===== config.mk =====
export PLATFORM = sky130hd
export DESIGN_NAME = pipe_id_ex_stage
export DESIGN_NICKNAME = d
export VERILOG_FILES = /design/src/rtl/pipe_pkg.sv /design/src/rtl/pipe_skid_reg.sv /design/src/rtl/pipe_id_ex_stage.sv
export SDC_FILE = /design/constraint.sdc
export NUM_CORES = 1
export LEC_CHECK = 0
export ABC_AREA = 1
export BUFFER_PORTS_ARGS = -buffer_cell sky130_fd_sc_hd__clkbuf_2
export CAP_MARGIN = 15
export CORE_AREA = 10 10 201 203
export CTS_CLUSTER_DIAMETER = 150
export DETAILED_ROUTE_END_ITERATION = 16
export DIE_AREA = 0 0 211 213
export GPL_TIMING_DRIVEN = 1
export PLACE_DENSITY = 0.69
export SLEW_MARGIN = 20
export SYNTH_ARGS = -nofsm -noshare
export SYNTH_HDL_FRONTEND = slang
export SYNTH_SLANG_ARGS = --single-unit

===== constraint.sdc =====
create_clock -name clk -period 2.46 [get_ports clk]
set_input_delay 0.492 -clock clk [delete_from_list [all_inputs] [get_ports clk]]
set_output_delay 0.492 -clock clk [all_outputs]
set_load 0.05 [all_outputs]

===== src/rtl/pipe_pkg.sv =====
// Shared types and widths for the ID/EX pipeline register slice.
package pipe_pkg;

  localparam int XLEN_P     = 32;
  localparam int VLANES_P   = 3;
  localparam int VELEM_W_P  = 16;
  localparam int VW_P       = VLANES_P * VELEM_W_P;
  localparam int ALU_CTRL_W = 5;
  localparam int REG_IDX_W  = 5;

  typedef struct packed {
    logic                  mem_write;
    logic                  alu_src;
    logic                  reg_write;
    logic [1:0]            mem_to_reg;
    logic [ALU_CTRL_W-1:0] alu_control;
  } id_ex_ctrl_t;

  typedef struct packed {
    logic [XLEN_P-1:0]    pc;
    logic [XLEN_P-1:0]    rd1;
    logic [XLEN_P-1:0]    rd2;
    logic [XLEN_P-1:0]    sign_imm;
    logic [REG_IDX_W-1:0] rd;
    logic [REG_IDX_W-1:0] vd;
    logic [VW_P-1:0]      rd1v;
    logic [VW_P-1:0]      rd2v;
  } id_ex_data_t;

endpackage


===== src/rtl/pipe_skid_reg.sv =====
// One-entry skid buffer in front of the ID/EX output register.
// Only used when PIPE_ID_EX_SKID_EN is defined.
//
// state | meaning
// PASS  | skid empty; incoming beats go straight to the output register
// HOLD  | skid holds one beat parked while the output was stalled
module pipe_skid_reg
  import pipe_pkg::*;
(
  input  logic        clk,
  input  logic        rst,
  input  logic        flush,
  input  logic        in_valid,
  input  id_ex_ctrl_t in_ctrl,
  input  id_ex_data_t in_data,
  input  logic        drain,
  output logic        in_ready,
  output logic        load_out,
  output id_ex_ctrl_t ld_ctrl,
  output id_ex_data_t ld_data
);

  typedef enum logic {PASS = 1'b0, HOLD = 1'b1} skid_state_t;

  skid_state_t state_q, state_d;
  id_ex_ctrl_t skid_ctrl_q;
  id_ex_data_t skid_data_q;
  logic        skid_load;
  logic        accept;

  // in_ready comes from the state register only, so out_ready never reaches it
  assign in_ready = (state_q == PASS);
  assign accept   = in_valid && in_ready && !flush;

  // Next-state and load selection
  always_comb begin
    state_d   = state_q;
    load_out  = 1'b0;
    skid_load = 1'b0;
    ld_ctrl   = in_ctrl;
    ld_data   = in_data;
    case (state_q)
      PASS: begin
        if (accept) begin
          if (drain) begin
            load_out = 1'b1;
          end else begin
            skid_load = 1'b1;
            state_d   = HOLD;
          end
        end
      end
      HOLD: begin
        ld_ctrl = skid_ctrl_q;
        ld_data = skid_data_q;
        if (drain && !flush) begin
          load_out = 1'b1;
          state_d  = PASS;
        end
      end
      default: state_d = PASS;
    endcase
    if (flush) state_d = PASS;
  end

  // State register and skid storage
  always_ff @(posedge clk) begin
    if (rst) begin
      state_q     <= PASS;
      skid_ctrl_q <= '0;
      skid_data_q <= '0;
    end else begin
      state_q <= state_d;
      if (flush) begin
        skid_ctrl_q <= '0;
        skid_data_q <= '0;
      end else if (skid_load) begin
        skid_ctrl_q <= in_ctrl;
        skid_data_q <= in_data;
      end
    end
  end

endmodule


===== src/rtl/pipe_id_ex_stage.sv =====
// ID/EX pipeline register with valid/ready handshake, flush, branch-target
// precompute and a saturating back-pressure counter.
// Define PIPE_ID_EX_SKID_EN to add a one-entry skid buffer and a registered in_ready.
module pipe_id_ex_stage
  import pipe_pkg::*;
#(
  parameter int XLEN    = 32,
  parameter int VLANES  = 3,
  parameter int VELEM_W = 16,
  parameter int CNT_W   = 16
) (
  input  logic             clk,
  input  logic             rst,
  input  logic             in_valid,
  output logic             in_ready,
  input  id_ex_ctrl_t      in_ctrl,
  input  id_ex_data_t      in_data,
  input  logic             flush,
  output logic             out_valid,
  input  logic             out_ready,
  output id_ex_ctrl_t      out_ctrl,
  output id_ex_data_t      out_data,
  output logic [XLEN-1:0]  out_br_target,
  output logic [CNT_W-1:0] stall_cnt
);

  // The payload struct widths live in the package; parameters must agree with it
  if (XLEN != XLEN_P || VLANES * VELEM_W != VW_P) begin : g_param_check
    $error("pipe_id_ex_stage parameters disagree with pipe_pkg widths");
  end

  logic              out_valid_q;
  id_ex_ctrl_t       ctrl_q;
  id_ex_data_t       data_q;
  logic [XLEN-1:0]   br_q;
  logic [CNT_W-1:0]  cnt_q;
  logic              drain;
  logic              load_out;
  id_ex_ctrl_t       ld_ctrl;
  id_ex_data_t       ld_data;
  logic [XLEN_P-1:0] br_sum;

  // Output register can take a new beat when empty or draining this cycle
  assign drain  = !out_valid_q || out_ready;
  assign br_sum = ld_data.pc + ld_data.sign_imm;

`ifdef PIPE_ID_EX_SKID_EN
  pipe_skid_reg u_skid (
    .clk      (clk),
    .rst      (rst),
    .flush    (flush),
    .in_valid (in_valid),
    .in_ctrl  (in_ctrl),
    .in_data  (in_data),
    .drain    (drain),
    .in_ready (in_ready),
    .load_out (load_out),
    .ld_ctrl  (ld_ctrl),
    .ld_data  (ld_data)
  );
`else
  assign in_ready = drain;
  assign load_out = in_valid && drain && !flush;
  assign ld_ctrl  = in_ctrl;
  assign ld_data  = in_data;
`endif

  // Output register: reset, then flush, then load, then drain
  always_ff @(posedge clk) begin
    if (rst) begin
      out_valid_q <= 1'b0;
      ctrl_q      <= '0;
      data_q      <= '0;
      br_q        <= '0;
    end else if (flush) begin
      out_valid_q <= 1'b0;
      ctrl_q      <= '0;
    end else if (load_out) begin
      out_valid_q <= 1'b1;
      ctrl_q      <= ld_ctrl;
      data_q      <= ld_data;
      br_q        <= br_sum;
    end else if (out_ready) begin
      out_valid_q <= 1'b0;
    end
  end

  // Back-pressure counter: saturates, survives flush, cleared only by reset
  always_ff @(posedge clk) begin
    if (rst) begin
      cnt_q <= '0;
    end else if (out_valid_q && !out_ready && (cnt_q != {CNT_W{1'b1}})) begin
      cnt_q <= cnt_q + 1'b1;
    end
  end

  assign out_valid     = out_valid_q;
  assign out_ctrl      = out_valid_q ? ctrl_q : '0;
  assign out_data      = data_q;
  assign out_br_target = br_q;
  assign stall_cnt     = cnt_q;

endmodule


==> flow_summary.toml <==
[logic_synthesis]
ys_ff_latch = 293
synth_cells = 1838
synthTopCellsByArea = "dfxtp_1 46%, nand2_1 22%, a21oi_1 11%, inv_1 4.7%, ha_1 3.1%"
ys_types = 35
synth_area_leader_cell = "dfxtp_1"
syn-num-nets = 2120
syn-cell-area_sq_um = 12800
yosys_warnings = 0
syn_avg_cell_area_sq_um = 6.98
ys_seq_area_frac = 0.457
synth.top_cell.area_share = 0.457

[die]
dieArea_sq_um = 44900
start_util = 0.354
fp-row-count = 70
fp.dieH_um = 213
core_area_sq_um = 36300
pin_count = 543
fp.dieW_um = 211

[grt]
antenna_found_initial = 2
gr-total-overflow = 0
grt_pass1_vias = 12900
grt_pass1_wl_mm = 75.0
grt_max_degree = 150
grt_usage = 0.212

[sta]
setup_viol = 0
period_needed_ns = 2.02
max_freq_mhz = 496
fin_ws_ns = 0.444
period_share = 0.820
hold_violations = 0
skew_ns = 0.0203
slew_violations = 0
slew_headroom = 0.525
rsz0062_at_grt = "false"
hold_ws_ns = 0.161
tns_ns = 0
worst_pin_slew_ns = 0.713

[place]
dp_hpwl_mm = 39.4
dpl.cell_count = 2771
port_buffers = 542
place.gp.congestion = 0.891
pre_cts_ws_ns = 0.0343

[clocking]
clock_path_buffers = 3
clkSlewWorstSetupHoldPaths_ns = 0.06
cts_buffers = 34
cts_resized = 0
cts_hold_buf = 0
postCtsSetupBuffers = 0
clk_latency_ns = 0.55
cts_tree = "yes"
cts_sinks = 293
clockRootBuffer = "clkbuf_16"
htreeDepth = 2

[critical_path]
cp_data_required_time_ns = 1.97
crit_type = "reg2out"
crit_path_start = "out_valid"
rr_startpoint = "out_valid"
critical_path.max_stage_delay_ns = 0.34
crit_fanout = 11
r2r_slack_ns = 0.69
cpMaxStageDelayCell = "dfxtp_1"
startpoint_type = "flip-flop"
cp.arrival_ns = 1.52
end_kind = "primary output"
rr_worst_depth = 9
crit_path_cell_trace = "buf_4 -> nand2_1 -> inv_1 -> clkbuf_2"

[final_layout]
final_common_cell = "nand2_1"
layout.nets = 2621
final_cells = 2833
fillerInstances = 3681
final_layout_size_suffix_gt1_frac = 0.265
syn2layout_area_growth_pct = 32.9
most-common-layout-cells = "749 x nand2_1, 541 x clkbuf_2, 293 x dfxtp_1"
final_util = 0.470

[route]
ant_nets = 0
vias = 13400
routed_wl_mm = 50.5
route.detailed.drc = 0
drt_iter0_markers = 1064
wire_per_inst_um = 17.8
first_pass_iters = 7
post_drt_via_cell_ratio = 4.74

[power]
max-vdd-ir-drop_uv = 651
p_leak_nw = 8.53
power.density_nw_per_um2 = 748

[min_path]
hold_depth = 3
hp-start = "in_data[146]"
hold_path_class = "in2reg"

[outcome]
outcome = "complete, no violations"

[flow_run]
cap_viol_max_count = 0
==> critical path: cells and delay by family, from the launching register on <==
family	cells	cell delay (ns)
DFF	1	0.34
buffers and inverters	3	0.57
and+or+nand+nor	1	0.07
==> metrics by stage <==
step | cell area (sq um) | power (mW)
after floorplan | 12800 | 6.85
after global placement | 15900 | 7.63
after detailed placement | 15900 | 7.65
after CTS | 17000 | 12.9
after global routing | 17000 | 13.3
final | 17000 | 12.7
==> worst paths after layout <==
| path | end |
|---|---|
| setup / recovery | out_ctrl[1] |
| hold / removal | out_data[146] |
| setup reg to reg | out_br_target[13] |
| hold reg to reg | out_data[73] |
==> logic make-up after synthesis <==
kind of cell / Yosys count / share of synthesized area
and+or+nand+nor: 906 / 0.278
AOI/OAI and AO/OA: 331 / 0.135
buffers and inverters: 259 / 0.0863
adders and majority gates: 33 / 0.0328
DFF: 293 / 0.457
xor gates and xnor gates: 16 / 0.0109
==> sequential cells by signal, indices dropped and copies added (netlist names) <==
name	cells
out_br_target	32
stall_cnt	16
out_valid	1
ctrl_q	10
out_data	234
==> power breakdown <==
group / internal [mW] / total [mW] / switching [mW]
Combinational: 0.666 / 2.45 / 1.78
Clock: 3.04 / 5.21 / 2.16
Sequential: 4.97 / 5.09 / 0.118
==> layout make-up <==
cell class                 count  area [sq um]  area share
inverter                     167           634      0.0372
clock buffer                  46           976      0.0573
clock inverter                15           179      0.0105
timing repair buffer         557          2940       0.173
tap                          468           586      0.0344
multi-input combinational   1286          5860       0.344
antenna                        1          2.50    0.000147
sequential                   293          5870       0.344
==> synthesized netlist by cell type (all sizes together) <==
cell type,count
a31oi,2
clkinv,1
and3,1
ha,32
nor2,83
clkbuf,37
a21oi,275
nand2,752
nor3,15
a21o,1
a31o,1
o21a,13
nand3,46
fa,1
xnor2,4
nand3b,1
nand4,4
o211ai,1
xor2,12
o21bai,12
buf,55
and2,4
o21ai,26
dfxtp,293
inv,166
==> per-layer routing <==
metal  part of all wire  vias to the layer above  global-route usage  routed length, um
met5            0.00026                        -                   0                 13
li1                   -                     6780                   -                  -
met2               0.50                      485               0.368              25200
met4              0.034                        2              0.0857               1700
met1               0.38                     6074               0.239              19400
met3              0.083                       90              0.0625               4170
Note: power is estimated with default switching activity, not from simulation.
